### src/rtl/traffic_checker_gmii_pkg.sv
// Shared constants, state encoding and counter bundle for the GMII traffic checker.
// Byte values and the CRC-32 parameters are kept here so the checker and its CRC stage agree.
package traffic_checker_gmii_pkg;

    localparam logic [7:0]  PREAMBLE_BYTE   = 8'h55;
    localparam logic [7:0]  SFD_BYTE        = 8'hD5;
    localparam logic [31:0] CRC_POLY        = 32'h04C1_1DB7;
    localparam logic [31:0] CRC_INIT        = 32'hFFFF_FFFF;
    localparam logic [31:0] CRC_RESIDUE     = 32'hC704_DD7B;
    localparam int          MIN_LEN_DEFAULT = 64;
    localparam logic [2:0]  MAX_PREAMBLE    = 3'd7;

    typedef enum logic [1:0] {
        ST_IDLE,
        ST_PREAMBLE,
        ST_DATA,
        ST_DROP
    } state_e;

    typedef struct packed {
        logic [31:0] frames;
        logic [31:0] good;
        logic [31:0] crc_err;
        logic [31:0] preamble_err;
        logic [31:0] rx_err;
        logic [31:0] runt;
        logic [31:0] bytes;
    } counters_t;

    // Bit-reverse a 32-bit word; converts between LSB-first and MSB-first CRC views.
    function automatic logic [31:0] reflect32(input logic [31:0] v);
        logic [31:0] r;
        for (int i = 0; i < 32; i++) begin
            r[i] = v[31-i];
        end
        return r;
    endfunction

endpackage

### src/rtl/traffic_checker_gmii_if.sv
// GMII receive bundle: data, data-valid and error, driven by the PHY side (master).
interface traffic_checker_gmii_if;
    logic [7:0] rxd;
    logic       rx_dv;
    logic       rx_er;

    modport master (output rxd, output rx_dv, output rx_er);
    modport slave  (input  rxd, input  rx_dv, input  rx_er);
endinterface

### src/rtl/traffic_checker_gmii_crc32_d8.sv
// Combinational CRC-32 update for one byte, reflected (LSB-first) form.
module crc32_d8
    import traffic_checker_gmii_pkg::*;
(
    input  logic [31:0] crc_in,
    input  logic [7:0]  data,
    output logic [31:0] crc_out
);

    localparam logic [31:0] POLY_REFL = reflect32(CRC_POLY);

    logic [31:0] c;

    always_comb begin
        c = crc_in ^ {24'h0, data};
        for (int i = 0; i < 8; i++) begin
            c = c[0] ? ((c >> 1) ^ POLY_REFL) : (c >> 1);
        end
        crc_out = c;
    end

endmodule

### src/rtl/traffic_checker_gmii.sv
// GMII receive-side frame checker: validates preamble/SFD, checks FCS, length and rx_er,
// and keeps wrapping 32-bit event counters plus a per-frame done/good strobe.
module traffic_checker_gmii
    import traffic_checker_gmii_pkg::*;
#(
    parameter int MIN_LEN = MIN_LEN_DEFAULT
) (
    input  logic                  clk,
    input  logic                  reset,
    traffic_checker_gmii_if.slave gmii_in,
    input  logic                  enable,
    input  logic                  clear_counters,
    output logic [31:0]           frame_count,
    output logic [31:0]           good_count,
    output logic [31:0]           crc_err_count,
    output logic [31:0]           preamble_err_count,
    output logic [31:0]           rx_err_count,
    output logic [31:0]           runt_count,
    output logic [31:0]           byte_count,
    output logic [15:0]           last_len,
    output logic                  frame_done,
    output logic                  frame_good
);

    localparam logic [15:0] MIN_LEN_W = 16'(MIN_LEN);

    state_e      state_q, state_d;
    logic [2:0]  pre_cnt_q, pre_cnt_d;
    logic [31:0] crc_q, crc_d, crc_next;
    logic [15:0] len_q, len_d;
    logic        rx_err_q, rx_err_d;
    counters_t   cnt_q, cnt_d;
    logic [15:0] last_len_q, last_len_d;
    logic        frame_done_q, frame_done_d;
    logic        frame_good_q, frame_good_d;

    logic        pre_err_ev;
    logic        frame_end_ev;
    logic        sfd_ev;
    logic        crc_bad;
    logic        runt;
    logic        good;

    crc32_d8 u_crc32_d8 (
        .crc_in  (crc_q),
        .data    (gmii_in.rxd),
        .crc_out (crc_next)
    );

    always_ff @(posedge clk or posedge reset) begin
        if (reset) begin
            state_q <= ST_IDLE;
        end else begin
            state_q <= state_d;
        end
    end

    always_comb begin
        state_d      = state_q;
        pre_err_ev   = 1'b0;
        frame_end_ev = 1'b0;
        sfd_ev       = 1'b0;
        case (state_q)
            ST_IDLE: begin
                if (gmii_in.rx_dv) begin
                    if (!enable) begin
                        state_d = ST_DROP;
                    end else if (gmii_in.rxd == PREAMBLE_BYTE) begin
                        state_d = ST_PREAMBLE;
                    end else begin
                        state_d    = ST_DROP;
                        pre_err_ev = 1'b1;
                    end
                end
            end
            ST_PREAMBLE: begin
                // pre_cnt_q is always 1..7 here, so an SFD is always acceptable
                if (gmii_in.rx_dv && gmii_in.rxd == SFD_BYTE) begin
                    state_d = ST_DATA;
                    sfd_ev  = 1'b1;
                end else if (gmii_in.rx_dv && gmii_in.rxd == PREAMBLE_BYTE
                             && pre_cnt_q != MAX_PREAMBLE) begin
                    state_d = ST_PREAMBLE;
                end else begin
                    state_d    = ST_DROP;
                    pre_err_ev = 1'b1;
                end
            end
            ST_DATA: begin
                if (!gmii_in.rx_dv) begin
                    state_d      = ST_IDLE;
                    frame_end_ev = 1'b1;
                end
            end
            ST_DROP: begin
                if (!gmii_in.rx_dv) begin
                    state_d = ST_IDLE;
                end
            end
            default: state_d = ST_IDLE;
        endcase
    end

    // The LSB-first register ends at the bit-reversed residue when the FCS matches.
    assign crc_bad = (reflect32(crc_q) != CRC_RESIDUE);
    assign runt    = (len_q < MIN_LEN_W);
    assign good    = !crc_bad && !runt && !rx_err_q;

    always_comb begin
        pre_cnt_d    = pre_cnt_q;
        crc_d        = crc_q;
        len_d        = len_q;
        rx_err_d     = rx_err_q;
        cnt_d        = cnt_q;
        last_len_d   = last_len_q;
        frame_done_d = frame_end_ev;
        frame_good_d = frame_good_q;

        if (state_q == ST_IDLE) begin
            pre_cnt_d = 3'd1;
        end else if (state_q == ST_PREAMBLE && pre_cnt_q != MAX_PREAMBLE) begin
            pre_cnt_d = pre_cnt_q + 3'd1;
        end

        if (sfd_ev) begin
            crc_d    = CRC_INIT;
            len_d    = 16'd0;
            rx_err_d = 1'b0;
        end else if (state_q == ST_DATA && gmii_in.rx_dv) begin
            crc_d    = crc_next;
            len_d    = (len_q == 16'hFFFF) ? len_q : len_q + 16'd1;
            rx_err_d = rx_err_q | gmii_in.rx_er;
        end

        if (pre_err_ev) begin
            cnt_d.preamble_err = cnt_q.preamble_err + 32'd1;
        end

        if (frame_end_ev) begin
            frame_good_d = good;
            last_len_d   = len_q;
            cnt_d.frames = cnt_q.frames + 32'd1;
            cnt_d.bytes  = cnt_q.bytes + {16'h0, len_q};
            if (good)     cnt_d.good    = cnt_q.good + 32'd1;
            if (crc_bad)  cnt_d.crc_err = cnt_q.crc_err + 32'd1;
            if (runt)     cnt_d.runt    = cnt_q.runt + 32'd1;
            if (rx_err_q) cnt_d.rx_err  = cnt_q.rx_err + 32'd1;
        end

        if (clear_counters) begin
            cnt_d      = '0;
            last_len_d = 16'd0;
        end
    end

    always_ff @(posedge clk or posedge reset) begin
        if (reset) begin
            pre_cnt_q    <= 3'd1;
            crc_q        <= CRC_INIT;
            len_q        <= 16'd0;
            rx_err_q     <= 1'b0;
            cnt_q        <= '0;
            last_len_q   <= 16'd0;
            frame_done_q <= 1'b0;
            frame_good_q <= 1'b0;
        end else begin
            pre_cnt_q    <= pre_cnt_d;
            crc_q        <= crc_d;
            len_q        <= len_d;
            rx_err_q     <= rx_err_d;
            cnt_q        <= cnt_d;
            last_len_q   <= last_len_d;
            frame_done_q <= frame_done_d;
            frame_good_q <= frame_good_d;
        end
    end

    assign frame_count        = cnt_q.frames;
    assign good_count         = cnt_q.good;
    assign crc_err_count      = cnt_q.crc_err;
    assign preamble_err_count = cnt_q.preamble_err;
    assign rx_err_count       = cnt_q.rx_err;
    assign runt_count         = cnt_q.runt;
    assign byte_count         = cnt_q.bytes;
    assign last_len           = last_len_q;
    assign frame_done         = frame_done_q;
    assign frame_good         = frame_good_q;

endmodule
### src/flat_wrapper.sv
// flat-port wrapper written by rule: the top's interface ports become plain ports
module traffic_checker_gmii_flat import traffic_checker_gmii_pkg::*;
#(
    parameter int MIN_LEN = MIN_LEN_DEFAULT
)
  (clk, reset, enable, clear_counters, frame_count, good_count, crc_err_count, preamble_err_count, rx_err_count, runt_count, byte_count, last_len, frame_done, frame_good, gmii_in_rxd, gmii_in_rx_dv, gmii_in_rx_er);
  traffic_checker_gmii_if gmii_in_i ();
  input  logic clk;
  input  logic reset;
  input  logic enable;
  input  logic clear_counters;
  output logic [31:0] frame_count;
  output logic [31:0] good_count;
  output logic [31:0] crc_err_count;
  output logic [31:0] preamble_err_count;
  output logic [31:0] rx_err_count;
  output logic [31:0] runt_count;
  output logic [31:0] byte_count;
  output logic [15:0] last_len;
  output logic frame_done;
  output logic frame_good;
  input wire logic [$bits(gmii_in_i.rxd)-1:0] gmii_in_rxd;
  input wire logic [$bits(gmii_in_i.rx_dv)-1:0] gmii_in_rx_dv;
  input wire logic [$bits(gmii_in_i.rx_er)-1:0] gmii_in_rx_er;
  assign gmii_in_i.rxd = gmii_in_rxd;
  assign gmii_in_i.rx_dv = gmii_in_rx_dv;
  assign gmii_in_i.rx_er = gmii_in_rx_er;
  traffic_checker_gmii #(.MIN_LEN(MIN_LEN)) u_core (.clk(clk), .reset(reset), .gmii_in(gmii_in_i), .enable(enable), .clear_counters(clear_counters), .frame_count(frame_count), .good_count(good_count), .crc_err_count(crc_err_count), .preamble_err_count(preamble_err_count), .rx_err_count(rx_err_count), .runt_count(runt_count), .byte_count(byte_count), .last_len(last_len), .frame_done(frame_done), .frame_good(frame_good));
endmodule
### config.mk
export PLATFORM = sky130hd
export DESIGN_NAME = traffic_checker_gmii_flat
export DESIGN_NICKNAME = d
export VERILOG_FILES = /design/src/rtl/traffic_checker_gmii_pkg.sv /design/src/rtl/traffic_checker_gmii_if.sv /design/src/rtl/traffic_checker_gmii_crc32_d8.sv /design/src/rtl/traffic_checker_gmii.sv /design/src/flat_wrapper.sv
export SDC_FILE = /design/constraint.sdc
export NUM_CORES = 1
export LEC_CHECK = 0
export CORE_MARGIN = 2
export CORE_UTILIZATION = 45
export CTS_CLUSTER_SIZE = 14
export DETAILED_ROUTE_END_ITERATION = 8
export GPL_ROUTABILITY_DRIVEN = 0
export PLACE_DENSITY = 0.68
export SETUP_SLACK_MARGIN = 0.1
export SLEW_MARGIN = 40
export SYNTH_ARGS = -nofsm -noshare
export SYNTH_HDL_FRONTEND = slang
export SYNTH_SLANG_ARGS = --single-unit
### constraint.sdc
create_clock -name clk -period 11.55 [get_ports clk]
set_input_delay 1.7325 -clock clk [delete_from_list [all_inputs] [get_ports clk]]
set_output_delay 1.7325 -clock clk [all_outputs]
set_load 0.01 [all_outputs]
==> results.md, run 1 <==
STA:
- The final hold violation count is 0.
- The part of the cycle the worst path needs is 0.424.
- The number of slew-limit violations in the final report was 0.
- The maximum clock skew at final layout is 0.0177 ns.
- The aggregate negative setup slack is 0 ns.
- The transition time of the tightest slew-check pin is 0.805 ns.
- The final critical path time including I/O delays and setup is 4.90 ns.
- Timing would allow up to 204 MHz.
- Setup violations remaining at the end of the flow were counted as 0.
- The normalized max-slew margin is 0.458.
- Setup repair after global routing left no endpoint under its margin.

Clock tree:
- Clock-pin slew was measured on the worst setup and hold paths at 0.06 ns.
- CTS built an H-tree with a depth of 2.
- The root buffer cell chosen for the clock tree is sky130_fd_sc_hd__clkbuf_16.
- The TritonCTS clock tree is done.
- The post-cts resize count is 0.
- The number of hold buffers added after CTS was 0.
- TritonCTS created 36 clock buffers.
- CTS saw 296 sinks.
- Once the clock tree was built, the setup fixing pass inserted 0 buffers.
- The clock passes through at most 3 buffers.
- The clock reaches the later pin of the worst-skew pair after 0.52 ns.

Logic synthesis:
- The share of the Yosys chip area taken by registers is 0.473.
- The number of warnings reported in the yosys synthesis log is 0.
- The netlist uses 71 different library cells.
- Among all flip-flop cells after synthesis, the most frequent one is sky130_fd_sc_hd__dfrtp_1.
- The netlist area before placement is 15700 um2.
- The number of cells produced by synthesis is 1671.
- The average instance area after synthesis is 9.42 um2.
- Counting flops with a built-in enable in the synthesized netlist gives 0.
- The net count after synthesis is 1711.
- The fraction of registers with async set/reset is 1.00.
- Synthesis inferred 296 register bits.

Finish:
- The number of nets at the end of the flow is 1944.
- Of the cells placed in the final design, the portion with a size suffix greater than 1 is 0.0704.
- The diode insertion count for antenna repair is 0.
- In the layout the commonest cells are sky130_fd_sc_hd__dfrtp_1, sky130_fd_sc_hd__clkdlybuf4s50_1, sky130_fd_sc_hd__nor2_1.
- Excluding fillers, the count of instances in the completed layout stands at 2386.
- The commonest non-fill, non-tap cell in the layout is sky130_fd_sc_hd__dfrtp_1.
- The area growth from synthesis to layout is 26.9%.

Job:
- Max-cap violations in this run came to 0.

Global routing:
- The largest net degree at the start of global routing is 134.
- The via count of the first global-routing pass is 13.1k.
- After global routing the overflow that remains totals 0.
- The wire length of the first global-routing pass is 68.4 mm.
- The global router's overall resource usage is 0.229.
- The initial antenna violation count came to 0.

Route:
- The number of nets still failing antenna checks after routing is 0.
- The routed via count divided by cell count is 5.61.
- The first detailed-routing pass ran for 5 iterations.
- Dividing the detail-routed wire length by the instance count gives 17.7 um.
- The first routing iteration left 797 violations.
- The number of vias after detailed routing is 13.4k.
- The wire length reported by the detailed router is 42.2 mm.
- After detailed routing, the number of remaining DRC violations is 0.

Worst setup path:
- STA puts the critical path data arrival time at 5.30 ns.
- The peak fanout along the critical path is 52.
- The worst setup path is of the input port to register kind.
- The worst setup path is launched from an input port.
- The endpoint kind of the worst setup timing path is a register.
- The worst path required time is 11.95 ns.

Place:
- The detailed placer's ending HPWL is 29.2 mm.
- The number of instances in the placed design is 2320.
- The number of port buffers is 255.

Die:
- The height of the die is 191 um.
- The floorplan row count is 68.
- The total die area is 36500 um2.
- The region available for standard cell placement spans 34500 um2.
- The number of I/O pins is 256.
- For this configuration, the core starts out at a cell density of 0.457.
- In this run the horizontal extent of the chip is 191 um.

Outcome:
- The run finished with clean final reports.

Pwr:
- The design draws 3.28 mW.
- The maximum VDD drop is 147 uV.
- Power spread over the standard cell area amounts to 164 nW/um2.
- Summed over all cells, the static leakage comes to 8.08 nW.

Hold path:
- In this run the worst hold path is classified as register to register.
## cells by family after synthesis
logic type,share of synthesized area
and+or+nand+nor,0.241
muxes,0.0113
AOI/OAI and AO/OA,0.0890
adders and majority gates,0.0211
DFF,0.473
buffers and inverters,0.0269
xor gates and xnor gates,0.137
## synthesized netlist by cell type (8+ instances only)
master,n,area [um2]
sky130_fd_sc_hd__nor2_1,226,848
sky130_fd_sc_hd__dfrtp_1,263,6580
sky130_fd_sc_hd__and3_1,35,219
sky130_fd_sc_hd__nand4_1,70,438
sky130_fd_sc_hd__nand3_1,76,380
sky130_fd_sc_hd__or3_1,21,131
sky130_fd_sc_hd__xor2_1,126,1100
sky130_fd_sc_hd__nor4_1,25,156
sky130_fd_sc_hd__ha_1,25,313
sky130_fd_sc_hd__mux2_2,14,158
sky130_fd_sc_hd__nor2b_1,14,87.6
sky130_fd_sc_hd__a211oi_1,8,60.1
sky130_fd_sc_hd__and4_1,22,193
sky130_fd_sc_hd__o21ai_0,36,180
sky130_fd_sc_hd__o211ai_1,27,203
sky130_fd_sc_hd__o31ai_1,15,113
sky130_fd_sc_hd__dfstp_2,33,867
sky130_fd_sc_hd__and2_1,15,93.8
sky130_fd_sc_hd__or4_1,20,150
sky130_fd_sc_hd__clkbuf_1,66,248
sky130_fd_sc_hd__xnor2_1,118,1030
sky130_fd_sc_hd__a21oi_1,84,420
sky130_fd_sc_hd__inv_1,32,120
sky130_fd_sc_hd__nand2_1,162,608
sky130_fd_sc_hd__nor3_1,41,205
## state kept, by name (all words and copies together), names as in the netlist, 32 cells and up
| name | flops |
|---|---|
| u_core.byte_count | 32 |
| u_core.crc_err_count | 32 |
| u_core.crc_q | 32 |
| u_core.frame_count | 32 |
| u_core.good_count | 32 |
| u_core.preamble_err_count | 32 |
| u_core.runt_count | 32 |
| u_core.rx_err_count | 32 |
## power by group
| group | leakage (nW) | internal [mW] | switching, mW |
|---|---|---|---|
| Sequential | 4.00 | 1.17 | 0.120 |
| Clock | 0.580 | 0.668 | 0.438 |
| Combinational | 3.50 | 0.398 | 0.484 |
## path summary, 6_finish.rpt
kind,from,to,slack [ns],cells past startpoint
worst min register to register,u_core.frame_good$_DFFE_PP0P_,u_core.frame_good$_DFFE_PP0P_,0.49,2
worst min-delay path,u_core.frame_good$_DFFE_PP0P_,u_core.frame_good$_DFFE_PP0P_,0.49,2
min in group asynchronous,reset,u_core.rx_err_count[17]$_DFFE_PP0P_,1.74,2
worst max register to register,u_core.state_q[0]$_DFFE_PP0P_,u_core.crc_err_count[31]$_DFFE_PP0P_,7.91,8
worst max-delay path,gmii_in_rx_dv,u_core.crc_err_count[31]$_DFFE_PP0P_,6.65,9
max in group asynchronous,reset,u_core.crc_q[12]$_DFFE_PP1P_,8.43,4
## through the flow
stage / util / setup slack [ns] / hold WS [ns] / area (um2)
2_1_floorplan: - / 1.70 / 0.489 / 15700
3_3_place_gp: 0.542 / 5.87 / 0.486 / 18700
4_1_cts: 0.579 / 6.63 / 0.505 / 19900
6_report: 0.580 / 6.65 / 0.488 / 20000
3_5_place_dp: 0.545 / 6.08 / 0.492 / 18800
5_1_grt: 0.580 / 6.33 / 0.526 / 20000
## cell type report
| type | count | area (um2) |
|---|---|---|
| timing repair buffer | 271 | 2720 |
| sequential | 296 | 7450 |
| clock inverter | 6 | 41.3 |
| tap | 455 | 569 |
| fill | 2993 | 14500 |
| multi-input combinational | 1266 | 7920 |
| inverter | 33 | 139 |
| clock buffer | 59 | 1130 |
## per-layer routing
layer,part of all wire,global-route usage,up-vias
met4,0.028,0.0713,0
met3,0.062,0.0483,86
met2,0.47,0.375,382
met1,0.44,0.304,6596
met5,0,0,-
li1,-,-,6332
## critical path: stages
cell	delay, ns
sky130_fd_sc_hd__clkdlybuf4s50_1	0.57
sky130_fd_sc_hd__or3b_1	0.41
sky130_fd_sc_hd__buf_4	0.27
sky130_fd_sc_hd__inv_4	0.46
sky130_fd_sc_hd__nand3_1	0.21
sky130_fd_sc_hd__a311oi_2	0.57
sky130_fd_sc_hd__nand2_1	0.32
sky130_fd_sc_hd__nor4_1	0.38
sky130_fd_sc_hd__mux2_2	0.37
Power figures use the tool's default switching activity.
==> run 2: changes to the inputs <==
--- a/config.mk
+++ b/config.mk
@@ -10,7 +10,7 @@
 export CTS_CLUSTER_SIZE = 14
 export DETAILED_ROUTE_END_ITERATION = 8
 export GPL_ROUTABILITY_DRIVEN = 0
-export PLACE_DENSITY = 0.68
+export PLACE_DENSITY = 0.71
 export SETUP_SLACK_MARGIN = 0.1
 export SLEW_MARGIN = 40
 export SYNTH_ARGS = -nofsm -noshare
==> constraint.sdc (replaced) <==
create_clock -name clk -period 4.2 [get_ports clk]
set_input_delay 0.63 -clock clk [delete_from_list [all_inputs] [get_ports clk]]
set_output_delay 0.63 -clock clk [all_outputs]
set_load 0.01 [all_outputs]
==> results.md, run 2 (synthesis gave the netlist of run 1 again) <==
STA:
- On the final layout, the worst clock skew is 0.0229 ns.
- Setup repair after global routing left no endpoint under its margin.
- The aggregate negative setup slack is 0 ns.
- The part of the cycle the worst path needs is 0.802.
- The routed design could run at a clock period as short as 3.37 ns.
- At the pin with the least slew margin, the transition time is 0.782 ns.
- The normalized max-slew margin is 0.473.
- The setup slack of the critical path after layout is 0.831 ns.
- The maximum clock rate is 297 MHz.
- The count of endpoints failing setup in the final report is 0.
- The number of slew-limit violations in the final report is 0.
- The final hold violation count is 0.

Pwr:
- In this run the static leakage power is 8.09 nW.
- The share of total power in sequential cells is 0.396.
- The switching power of the nets is 2.82 mW.
- VDD sags by at most 391 uV.
- Cell internal power was estimated by the tool at 6.16 mW.
- The clock share of power is 0.334.
- For this design the ratio of total power to cell area is 449 nW/um2.
- The switching fraction of total power is 0.314.
- The total power draw is 8.98 mW.
- The share of total power dissipated in combinational logic is 0.270.

Worst setup path:
- The peak fanout along the critical path is 34.
- Data on the critical path is required at its endpoint by 4.62 ns.
- The kind of cell adding the most delay to the critical path is simple AND/OR/NAND/NOR gates.
- Walking the worst path, the cells encountered are or3b_1 > buf_4 > inv_2 > buf_4 > and4_1 > nand4_1 > or3_1 > a21oi_1.
- The critical path arrival is 3.79 ns.
- The count of buffer and inverter cells on the critical path is 3.
- Among all stages on the critical path, the largest delay is contributed by sky130_fd_sc_hd__dfrtp_1.
- The critical path in this run is classified as register to register.
- In this design, the critical path's most frequently occurring cell is sky130_fd_sc_hd__buf_4.
- The delay of the slowest cell on the worst path is 0.52 ns.
- The endpoint kind of the worst setup timing path is a register.
- The startpoint type of the worst setup path is a register.

Clock tree:
- No sink is reached through more buffers than the 3 on the longest clock path.
- The CTS clock-pin slew for the worst setup and hold paths is 0.06 ns.
- After clock tree synthesis, the flow added hold-fix buffers numbering 0.
- The clock latency on the worst-skew pair is 0.51 ns.
- The count of H-tree levels built during CTS is 2.
- The post-CTS setup buffer count is 0.
- In this run, post-CTS repair resized a total of 0 instances.
- The master cell of the clock root buffer is sky130_fd_sc_hd__clkbuf_16.
- The TritonCTS clock tree is done.
- The number of buffers created by CTS is 35.
- Clock tree synthesis found a total of 296 sinks.

Job:
- The tool flagged a number of max-cap violations equal to 0.

Finish:
- Compared with the post-synthesis result, the final layout area differs by 26.9%.
- In the final layout, the share of cells above drive strength 1 is 0.0728.
- The net count of the finished layout is 1955.
- The number of antenna diodes in the final layout is 0.
- The top cell types in the final layout, fill and taps aside, are sky130_fd_sc_hd__dfrtp_1, sky130_fd_sc_hd__clkdlybuf4s50_1, sky130_fd_sc_hd__nor2_1.
- The commonest non-fill, non-tap cell in the layout is sky130_fd_sc_hd__dfrtp_1.
- The post-route core utilization is 0.580.

Die:
- In this run the core area contains 68 standard-cell rows.
- The initial utilization of the core area, before any placement, comes to 0.457.
- In this run the standard cell core region covers 34500 um2.
- The die extent in x is 191 um.
- The die is 191 um tall.
- In this run the count of I/O pins placed on the die edge is 256.
- The total die area is 36500 um2.

Place:
- Timing analysis after detailed placement gives a worst setup slack of 0.370 ns.
- Detailed placement finished with a half-perimeter wire length of 29.3 mm.
- The count of buffers added on input and output ports is 255.

Global routing:
- The initial antenna violation count is 0.
- The global router's overall resource usage is 0.226.
- Entering global routing, the biggest net connects 130 pins.
- The via count of the first global-routing pass is 12.7k.
- The wire length of the first global-routing pass is 67.1 mm.
- The overall overflow remaining after global route is 0.

Hold path:
- The worst min-delay path class is register to register.

Route:
- The number of detailed-routing iterations run before antenna repair is 5.
- Summed over all layers, the routed wires come to 41.9 mm.
- In the routed design, unresolved DRC markers number 0.
- The routed via count divided by cell count is 5.57.
- Dividing the detail-routed wire length by the instance count gives 17.5 um.
- The number of nets still failing antenna checks after routing is 0.
- The starting DRC count in detailed routing is 741.
- The number of vias after detailed routing is 13.3k.

Outcome:
- The run finished with clean final reports.
run 2: cell types whose count changed in the layout (fill, tap and decap cells not counted), moves of 2 or more:
cell / before / now
sky130_fd_sc_hd__clkinvlp_4: 0 / 3
sky130_fd_sc_hd__bufinv_16: 0 / 2
sky130_fd_sc_hd__clkbuf_1: 11 / 9
sky130_fd_sc_hd__buf_12: 2 / 4
sky130_fd_sc_hd__clkbuf_8: 10 / 5
sky130_fd_sc_hd__buf_4: 11 / 22
run 2: final cells by class:
class	instances	area (um2)
inverters	33	128
clock buffers	51	1030
fillers	2996	14500
well taps	455	569
clock inverters	9	104
repair buffers	283	2810
multi-input cells	1266	7900
flip-flops and latches	296	7450
run 2: per-layer routing:
metal,GRT usage,vias to the layer above,part of all wire
met5,0,-,0
li1,-,6368,-
met1,0.300,6526,0.44
met4,0.0707,0,0.027
met3,0.0435,71,0.062
met2,0.372,370,0.48
run 2: worst paths after layout:
path                                                              to                           from  cells past startpoint  slack [ns]
worst max-delay path              u_core.frame_count[28]$_DFFE_PP0P_  u_core.state_q[0]$_DFFE_PP0P_                      8        0.83
worst min-delay path                    u_core.crc_q[29]$_DFFE_PP1P_   u_core.crc_q[29]$_DFFE_PP1P_                      2        0.51
worst max register to register    u_core.frame_count[28]$_DFFE_PP0P_  u_core.state_q[0]$_DFFE_PP0P_                      8        0.83
worst min register to register          u_core.crc_q[29]$_DFFE_PP1P_   u_core.crc_q[29]$_DFFE_PP1P_                      2        0.51
max in group asynchronous       u_core.crc_err_count[11]$_DFFE_PP0P_                          reset                      3        2.64
min in group asynchronous             u_core.last_len[8]$_DFFE_PP0P_                          reset                      2        0.52
run 2: worst reg2reg max path, cell delays in order (launching register included):
cell and delay (ns):
sky130_fd_sc_hd__dfrtp_1 0.52, sky130_fd_sc_hd__or3b_1 0.51, sky130_fd_sc_hd__buf_4 0.30, sky130_fd_sc_hd__inv_2 0.22
sky130_fd_sc_hd__buf_4 0.32, sky130_fd_sc_hd__and4_1 0.43, sky130_fd_sc_hd__nand4_1 0.36, sky130_fd_sc_hd__or3_1 0.46
sky130_fd_sc_hd__a21oi_1 0.16
run 2: power by group through the flow:
stage               combinational (mW)  clock [mW]  sequential (mW)
floorplan                         1.94           0             3.47
global placement                  2.38           0             3.58
detailed placement                2.43           0             3.58
CTS                               2.44        3.07             3.54
global route                      2.69        3.19             3.58
finish                            2.42        3.00             3.55
run 2: stage by stage:
| stage | instance area, um2 | hold slack, ns | instances |
|---|---|---|---|
| 2_1_floorplan | 15700 | 0.489 | 1671 |
| 3_3_place_gp | 18800 | 0.503 | 2331 |
| 3_5_place_dp | 18800 | 0.504 | 2332 |
| 4_1_cts | 20000 | 0.513 | 2392 |
| 5_1_grt | 20000 | 0.529 | 2393 |
| 6_report | 20000 | 0.507 | 2393 |
